`config.mk`:
```
export PLATFORM = sky130hd
export DESIGN_NAME = ebus_xfer_arb
export DESIGN_NICKNAME = d
export VERILOG_FILES = /design/src/rtl/ebus_pkg.sv /design/src/rtl/ebus_sync.sv /design/src/rtl/ebus_xfer_arb.sv
export SDC_FILE = /design/constraint.sdc
export NUM_CORES = 1
export LEC_CHECK = 0
export CAP_MARGIN = 20
export CORE_MARGIN = 4
export CORE_UTILIZATION = 33
export CTS_BUF_LIST = sky130_fd_sc_hd__clkbuf_16
export DETAILED_ROUTE_END_ITERATION = 10
export GPL_TIMING_DRIVEN = 0
export PLACE_DENSITY = 0.63
export SYNTH_ARGS = -nofsm -noshare
export SYNTH_HDL_FRONTEND = slang
export SYNTH_HIERARCHICAL = 1
export SYNTH_SLANG_ARGS = --single-unit
```
`constraint.sdc`:
```
create_clock -name clk_con_h -period 2.6 [get_ports clk_con_h]
set_input_delay 0.39 -clock clk_con_h [delete_from_list [all_inputs] [get_ports clk_con_h]]
set_output_delay 0.39 -clock clk_con_h [all_outputs]
set_load 0.01 [all_outputs]
```
`src/rtl/ebus_pkg.sv`:
```
// Shared EBUS definitions: function codes, arbiter state encoding and the
// write-function helper used by the transfer arbiter.
package ebus_pkg;

    typedef enum logic [2:0] {
        FN_CONO    = 3'd0,
        FN_CONI    = 3'd1,
        FN_DATAO   = 3'd2,
        FN_DATAI   = 3'd3,
        FN_PI_SERV = 3'd4,
        FN_PI_FUNC = 3'd5
    } ebus_func_e;

    typedef logic [2:0] arb_state_t;

    localparam arb_state_t ST_IDLE   = 3'd0;
    localparam arb_state_t ST_SETUP  = 3'd1;
    localparam arb_state_t ST_DEMAND = 3'd2;
    localparam arb_state_t ST_HOLD   = 3'd3;
    localparam arb_state_t ST_REL    = 3'd4;

    function automatic logic is_write(input logic [2:0] fn);
        return (fn == 3'(FN_CONO)) || (fn == 3'(FN_DATAO));
    endfunction

endpackage

```
`src/rtl/ebus_sync.sv`:
```
// Two-flop synchronizer for the device transfer acknowledge.
module ebus_sync (
    input  logic clk_con_h,
    input  logic mr_reset_l,
    input  logic d,
    output logic q
);

    logic meta_q;

    always_ff @(posedge clk_con_h or negedge mr_reset_l) begin
        if (!mr_reset_l) begin
            meta_q <= 1'b0;
            q      <= 1'b0;
        end else begin
            meta_q <= d;
            q      <= meta_q;
        end
    end

endmodule

```
`src/rtl/ebus_xfer_arb.sv`:
```
// EBUS master: arbitrates EBOX I/O and PI function cycles and sequences each
// transfer through setup, demand, acknowledge hold and release.
//
// state  | meaning
// IDLE   | bus free, arbitrate pending requests
// SETUP  | cs/func/data driven, waiting before demand
// DEMAND | demand asserted, waiting for synchronized xfer
// HOLD   | demand dropped, waiting for xfer to deassert
// REL    | bus released, dead time before next grant
module ebus_xfer_arb
    import ebus_pkg::*;
#(
    parameter int DATA_W      = 36,
    parameter int CS_W        = 7,
    parameter int SETUP_CYC   = 2,
    parameter int TIMEOUT_CYC = 255,
    parameter int DEAD_CYC    = 1
) (
    input  logic              clk_con_h,
    input  logic              mr_reset_l,
    input  logic              ebox_req_h,
    input  logic [2:0]        ebox_func_h,
    input  logic [CS_W-1:0]   ebox_cs_h,
    input  logic [DATA_W-1:0] ebox_data_h,
    output logic              ebox_done_h,
    output logic              ebox_timeout_h,
    output logic [DATA_W-1:0] ebox_rdata_h,
    input  logic              pi_req_h,
    input  logic [2:0]        pi_func_h,
    input  logic [CS_W-1:0]   pi_cs_h,
    output logic              pi_grant_h,
    output logic              pi_done_h,
    output logic              pi_timeout_h,
    output logic [CS_W-1:0]   ebus_cs_h,
    output logic [2:0]        ebus_func_h,
    output logic              ebus_demand_h,
    output logic              ebus_d_oe_h,
    output logic [DATA_W-1:0] ebus_d_out_h,
    input  logic [DATA_W-1:0] ebus_d_in_h,
    input  logic              ebus_xfer_h,
    output logic              ebus_busy_h
);

    localparam int              TMR_W      = $clog2(TIMEOUT_CYC + 1);
    localparam logic [TMR_W-1:0] SETUP_LOAD = TMR_W'(SETUP_CYC - 1);
    localparam logic [TMR_W-1:0] TMO_LOAD   = TMR_W'(TIMEOUT_CYC - 1);
    localparam logic [TMR_W-1:0] DEAD_LOAD  = TMR_W'((DEAD_CYC > 0) ? DEAD_CYC - 1 : 0);

    arb_state_t       state_q;
    logic [TMR_W-1:0] timer_q;
    logic             pi_owner_q;
    logic             ptr_pi_q;
    logic             xfer_s;
    logic             end_ok;
    logic             end_to;
    logic             arb_en;
    logic             grant_pi;

    ebus_sync u_xfer_sync (
        .clk_con_h  (clk_con_h),
        .mr_reset_l (mr_reset_l),
        .d          (ebus_xfer_h),
        .q          (xfer_s)
    );

    // With no dead time the last release cycle doubles as the arbitration cycle.
    assign arb_en   = (state_q == ST_IDLE) ||
                      ((DEAD_CYC == 0) && (state_q == ST_REL) && (timer_q == '0));
    assign grant_pi = pi_req_h && (!ebox_req_h || ptr_pi_q);

    always_comb begin
        end_ok = 1'b0;
        end_to = 1'b0;
        case (state_q)
            ST_DEMAND: end_to = !xfer_s && (timer_q == '0);
            ST_HOLD: begin
                end_ok = !xfer_s;
                end_to = xfer_s && (timer_q == '0);
            end
            default: ;
        endcase
    end

    always_ff @(posedge clk_con_h or negedge mr_reset_l) begin
        if (!mr_reset_l) begin
            state_q        <= ST_IDLE;
            timer_q        <= '0;
            pi_owner_q     <= 1'b0;
            ptr_pi_q       <= 1'b1;
            ebus_cs_h      <= '0;
            ebus_func_h    <= '0;
            ebus_d_out_h   <= '0;
            ebox_rdata_h   <= '0;
            ebox_done_h    <= 1'b0;
            ebox_timeout_h <= 1'b0;
            pi_done_h      <= 1'b0;
            pi_timeout_h   <= 1'b0;
        end else begin
            ebox_done_h    <= end_ok && !pi_owner_q;
            ebox_timeout_h <= end_to && !pi_owner_q;
            pi_done_h      <= (end_ok || end_to) && pi_owner_q;
            pi_timeout_h   <= end_to && pi_owner_q;

            if (end_ok || end_to) begin
                state_q     <= ST_REL;
                timer_q     <= DEAD_LOAD;
                ebus_cs_h   <= '0;
                ebus_func_h <= '0;
            end else if (arb_en && (pi_req_h || ebox_req_h)) begin
                state_q      <= ST_SETUP;
                timer_q      <= SETUP_LOAD;
                pi_owner_q   <= grant_pi;
                ptr_pi_q     <= !grant_pi;
                ebus_cs_h    <= grant_pi ? pi_cs_h : ebox_cs_h;
                ebus_func_h  <= grant_pi ? pi_func_h : ebox_func_h;
                ebus_d_out_h <= grant_pi ? '0 : ebox_data_h;
            end else begin
                case (state_q)
                    ST_IDLE: ;
                    ST_SETUP: begin
                        if (timer_q == '0) begin
                            state_q <= ST_DEMAND;
                            timer_q <= TMO_LOAD;
                        end else begin
                            timer_q <= timer_q - TMR_W'(1);
                        end
                    end
                    ST_DEMAND: begin
                        if (xfer_s) begin
                            if (!pi_owner_q && !is_write(ebus_func_h))
                                ebox_rdata_h <= ebus_d_in_h;
                            state_q <= ST_HOLD;
                            timer_q <= TMO_LOAD;
                        end else begin
                            timer_q <= timer_q - TMR_W'(1);
                        end
                    end
                    ST_HOLD: timer_q <= timer_q - TMR_W'(1);
                    ST_REL: begin
                        if (timer_q == '0)
                            state_q <= ST_IDLE;
                        else
                            timer_q <= timer_q - TMR_W'(1);
                    end
                    default: state_q <= ST_IDLE;
                endcase
            end
        end
    end

    assign ebus_demand_h = (state_q == ST_DEMAND);
    assign ebus_busy_h   = (state_q != ST_IDLE);
    assign pi_grant_h    = pi_owner_q && ebus_busy_h;
    // func is cleared to CONO in REL, so the state qualifier keeps oe low there.
    assign ebus_d_oe_h   = is_write(ebus_func_h) &&
                           ((state_q == ST_SETUP) || (state_q == ST_DEMAND) || (state_q == ST_HOLD));

endmodule
```
Word-level counts from Yosys, hierarchy flattened --
Cells that the tools add are included.
Operators by class: add/subtract/negate cells 1, multiply operators 0, divide/modulo/power cells 0, order comparisons 0, equal/unequal tests 10, shift operators 0, muxes and demuxes 21, bitwise operators 2, reductions and logical operators 33
Operators with widths (number):
- 8-bit 2-to-1 mux | 5
- 36-bit 2-to-1 mux | 1
- 8-bit one-hot mux with 4 select lines | 1
- 3-bit 2-to-1 mux | 8
- 7-bit 2-to-1 mux | 3
- 4-bit != test (second input constant) | 3
- 3-bit one-hot mux with 4 select lines | 1
- 1-bit logical AND | 11
- 3-bit by 2-bit == test with 1-bit output (second input constant) | 3
- 8-bit zero test | 1
- 8-bit by 1-bit subtractor with 8-bit output (second input constant) | 1
- 3-bit zero test | 2
- 1-bit logical OR | 6
- 6-bit nonzero test | 1
- 1-bit zero test | 5
- 5-bit AND reduction | 1
- 4-bit by 1-bit != test with 1-bit output (second input constant) | 1
- 2-bit AND reduction | 2
- 4-bit AND reduction | 1
- 3-bit by 1-bit == test with 1-bit output (second input constant) | 1
- 3-bit == test (second input constant) | 1
- 3-bit by 1-bit != test with 1-bit output (second input constant) | 1
- 3-bit nonzero test | 1
- 1-bit inverter | 2
- 4 further kinds | 4
Storage, ports and cells: register bits after elaboration 101, bits in latches 0, memory bits (writable) 0, ROM bits 0, word-level logic and storage cells 81, memories kept 0

Depth between registers and ports, before layout --
word-level depth 6, gate-level depth with buffers 8, gate-level depth less buffers 7

Modules after synthesis --
Netlist, hierarchy kept.
Modules (own cells, without submodules):
- ebus_xfer_arb | times used 1, cells an instance 404, area each 4445.5 um2
- ebus_sync | times used 1, cells an instance 2, area each 50.0 um2

Worst setup path after synthesis --
No wires, ideal clock.
path type reg-to-reg, start point reg state_q[2], end point reg ebox_rdata_h[26], library setup time 0.127 ns, arrival 1.972 ns, slack 0.500 ns, cell stages (with the launch flop) 8, period minus slack after synthesis 2.100 ns, cells stage by stage dfrtp_1 > nor2b_1 > and2_1 > ha_1 > a41oi_2 > nand3_4 > buf_6 > mux2_1
On the way: longest elaborated chain between the ends 5, elaborated cells between the ends (all ways) 10
RTL lines:
- from (decl) | RTL line ebus_xfer_arb.sv:49 | arb_state_t state_q;
- from (signal assigned) | RTL line ebus_xfer_arb.sv:86 | state_q <= ST_IDLE;
- from (signal assigned) | RTL line ebus_xfer_arb.sv:105 | state_q <= ST_REL;
- from (signal assigned) | RTL line ebus_xfer_arb.sv:110 | state_q <= ST_SETUP;
- 3-bit by 2-bit == test with 1-bit output (on tied branches) | RTL line ebus_xfer_arb.sv:74, ebus_xfer_arb.sv:118
- 1-bit one-hot mux with 2 select lines or 1-bit 2-to-1 mux (tied branches) | RTL line ebus_xfer_arb.sv:74 | case (state_q)
- 1-bit logical OR | RTL line ebus_xfer_arb.sv:104 | if (end_ok || end_to) begin
- 1-bit inverter (no line)
- 5-bit AND reduction (no line) (*)
- to (signal assigned) | RTL line ebus_xfer_arb.sv:131 | ebox_rdata_h <= ebus_d_in_h;
- to (decl) | RTL line ebus_xfer_arb.sv:27 | output logic [DATA_W-1:0] ebox_rdata_h,
Every way passes the cells marked *; elsewhere a longest branch is shown, timed or not. A chain may end at the register's enable or synchronous reset.

Worst setup path after layout --
start point reg state_q[2], end point out ebus_demand_h
On the way: longest elaborated chain between the ends 1
RTL lines:
- 3-bit by 2-bit == test with 1-bit output | RTL line ebus_xfer_arb.sv:151 | assign ebus_demand_h = (state_q == ST_DEMAND);
- to (decl) | RTL line ebus_xfer_arb.sv:36 | output logic ebus_demand_h,
No other way between the ends.

==> results by group <==
Outcome
  – Status: finished, final reports clean

Detailed routing
  – # DRC: 0
  – DRT Wirelength: approximately 12000 um
  – DRT Pass-1 Iters: 4
  – Initial DRC Count: between 300 and 400
  – Wire per inst: approximately 16 um
  – Final antenna-violating net count: 0
  – Via-to-Cell Ratio: around 5.0
  – Vias: between 3k and 4k

Clocking
  – Inserted Clock Buffers: 9
  – CTS tree: yes
  – Clock Sinks: ~100
  – Reg clk slew, reported paths: about 0.070 ns
  – Largest buffer count on any clock path: 2
  – Postcts setup bufs: 0
  – Clock Latency Late Sink: around 0.34 ns
  – H-tree depth: 3
  – CTS root buf: clkbuf_16

Synthesis
  – Synthesized flop and latch total: 101
  – Multiplexer area fraction after synthesis: a little under an eighth
  – Synth area leaders: dfrtp_1 (56%), o21ai_0 (8.6%), mux2_2 (7.0%)
  – Sequential-to-total area share from yosys stat: a little under three fifths
  – Distinct cells, synth: 49
  – Async S/R FF share, synth: between 90% and 100%
  – Largest family of logic cells by synthesized area: compound AO/OA/AOI/OAI gates
  – Cells after Synth: between 400 and 500
  – Post-Synth XOR/XNOR Area: less than 1%
  – EDFF count, synth: 0
  – Share of Yosys cell area claimed by the top area cell type: about 56%
  – Synth Flop Type: dfrtp_1
  – Adder-cell area share of the yosys netlist: 0.835%
  – Simple-gate share of the synthesized area: approximately 11%
  – Synth warn: 6
  – Mapped Nets: approximately 510
  – Syn Std Cell Area: roughly 4500 um2
  – Synth Area in Compound Gates: between 15 and 20%
  – Yosys top cell by area: dfrtp_1
  – Top-count cell post-synth: dfrtp_1
  – Mapped Avg Cell Area: between 10 and 15 um2
  – Commonest cells in the netlist: dfrtp_1 (100), o21ai_0 (77), nand2_1 (39), mux2_2 (28), nor2_1 (22)

STA
  – Final Worst Setup Slack: 0.248 ns
  – Relative slew slack: between 50 and 60%
  – Final hold vios: 0
  – Worst slew pin tran: around 0.66 ns
  – Maximum clock rate: roughly 0.43 GHz
  – Pins Over Slew Limit: 0
  – Smallest hold slack: 0.00577 ns
  – Final TNS setup: 0 ns
  – Final Cycle Share: 90.5%
  – Clk_skew: about 0.0069 ns
  – Post-layout min period: ~2.4 ns
  – Final setup viols: 0
  – RSZ-0062 raised after global routing: no

Worst setup path
  – Worst Path Arrival: between 1.5 and 2 ns
  – Slowest cell delay on critical path: 0.56 ns
  – CP required: 2.21 ns
  – FF-to-FF setup slack: ~0.26 ns
  – Worst R2R Path Depth: 7
  – Reg2reg end: ebox_rdata_h[28]
  – Critical path peak fanout: 10
  – CP max stage cell: clkdlybuf4s50_1
  – Critical register-to-register path startpoint: state_q[2]
  – Crit. Startpoint: state_q[2]
  – CP Capture Type: output port
  – CP cell instances: buf_2 > or2b_1 > nor2_1 > clkdlybuf4s50_1
  – WS Path Type: reg -> out
  – Critical path launch point type: register

Floorplanning
  – Rows: between 40 and 50
  – I/O pin count: about 190
  – Initial Utilization: between 30% and 40%
  – Die width: ~120 um
  – Area of the die: 15600 um2
  – Die Span Y: about 120 um
  – CORE AREA: approximately 13000 um2

Layout
  – Non-filler cells, final: approximately 790
  – Area delta synth->final: 53.5%
  – Share of cells above drive strength 1: approximately 11%
  – Filler cell count: ~1.2k
  – # diodes: 0
  – Final core occ: between 50% and 60%
  – Post-layout net count: around 700

Flow run
  – Max-cap violations: 0

Global routing
  – Antenna violations before repair: 0
  – Pin count of the biggest net entering global routing: 67
  – Congestion Overflow GR: 0
  – GRT Overall Usage: about 16%
  – Vias in the first global route: 4031
  – Global-route wire length before repair: approximately 20000 um

Power
  – Static Leak: a little over 3 nW
  – Worst IR drop on VDD: approximately 310 uV
  – Pwr dens: about 450 nW/um2

Worst hold path
  – HP Class: in -> async

Place
  – Final Wtd Congestion: 0.842
  – DP Cell Count: 769
  – Placement Setup Slack: about 0.12 ns
  – Hpwl dp: roughly 9400 um
  – Port Buffers: between 150 and 200
## flip-flops by register name (all words and copies together), names as in the netlist
signal,cells
ebox_rdata_h,36
ebus_d_out_h,36
timer_q,8
ebus_cs_h,7
ebus_func_h,3
state_q,3
ebox_done_h,1
ebox_timeout_h,1
pi_done_h,1
pi_owner_q,1
pi_timeout_h,1
ptr_pi_q,1
u_xfer_sync/meta_q,1
u_xfer_sync/q,1
## cell families after synthesis
logic type / count (synthesis)
multiplexers: 47
XOR/XNOR: 1
AND/OR/NAND/NOR: 98
buffers and inverters: 39
adder cells (fa/ha/maj): 3
flip-flops: 101
AO/OA/AOI/OAI: 117
## where the power goes
group          switching [mW]  leakage, nW  internal, mW
clock                   0.590        0.144         0.752
combinational          0.0777         1.52         0.145
sequential           0.000823         1.38          1.57
## per-layer routing
layer / track usage [%] / vias to the layer above / part of all wire, %
met3: 5.40 / 15 / 8.5
met2: 24.8 / 150 / 46
met5: 0 / - / 0
li1: - / 1854 / -
met4: 5.42 / 0 / 1.5
met1: 20.4 / 1888 / 44
## cell usage in the layout (no fill, tap or decap), types with 4 or more instances in the layout
cell type and n:
a211oi_1 11, a21oi_1 4, a311o_1 6, buf_2 8
buf_6 5, clkbuf_1 11, clkbuf_16 9, clkdlybuf4s50_1 185
dfrtp_1 100, inv_1 11, mux2_1 9, mux2_2 28
mux2i_1 10, nand2_1 39, nor2_1 22, nor3_1 14
o21ai_0 77
## worst max path at each step
stage	endpoint	slack, ns	depth (start not counted)
4_1_cts	ebox_rdata_h[28]	0.12	7
6_report	ebus_demand_h	0.25	4
3_3_place_gp	ebus_d_out_h[16]	-2.73	1
2_1_floorplan	ebox_rdata_h[26]	0.50	7
5_1_grt	ebox_rdata_h[5]	0.09	7
3_5_place_dp	ebox_rdata_h[28]	0.12	7
## stage by stage
| step | instance area (um2) | total power, mW |
|---|---|---|
| 2_1_floorplan | 4500 | 1.64 |
| 3_3_place_gp | 6580 | 1.82 |
| 3_5_place_dp | 6600 | 1.83 |
| 4_1_cts | 6900 | 3.19 |
| 5_1_grt | 6900 | 3.28 |
| 6_report | 6900 | 3.14 |
## what timing repair did
action	4_1_cts	5_1_grt
hold buffers	0	0
setup endpoints to repair	0	9
gates resized for setup	0	1
## layout make-up
cell class	instances	area [um2]	area share [%]
flip-flops and latches	101	2530	36.6
repair buffers	187	1890	27.3
multi-input cells	266	1770	25.6
clock buffers	9	225	3.26
well taps	176	220	3.19
plain buffers	28	160	2.32
clock inverters	7	72.6	1.05
inverters	11	41.3	0.598
## worst max-delay path: cells and delay by family, from the launching register on
family,cells,cell delay (ns)
buffers and inverters,2,0.76
DFF,1,0.42
and+or+nand+nor,2,0.45
Note: power is estimated with default switching activity, not from simulation.
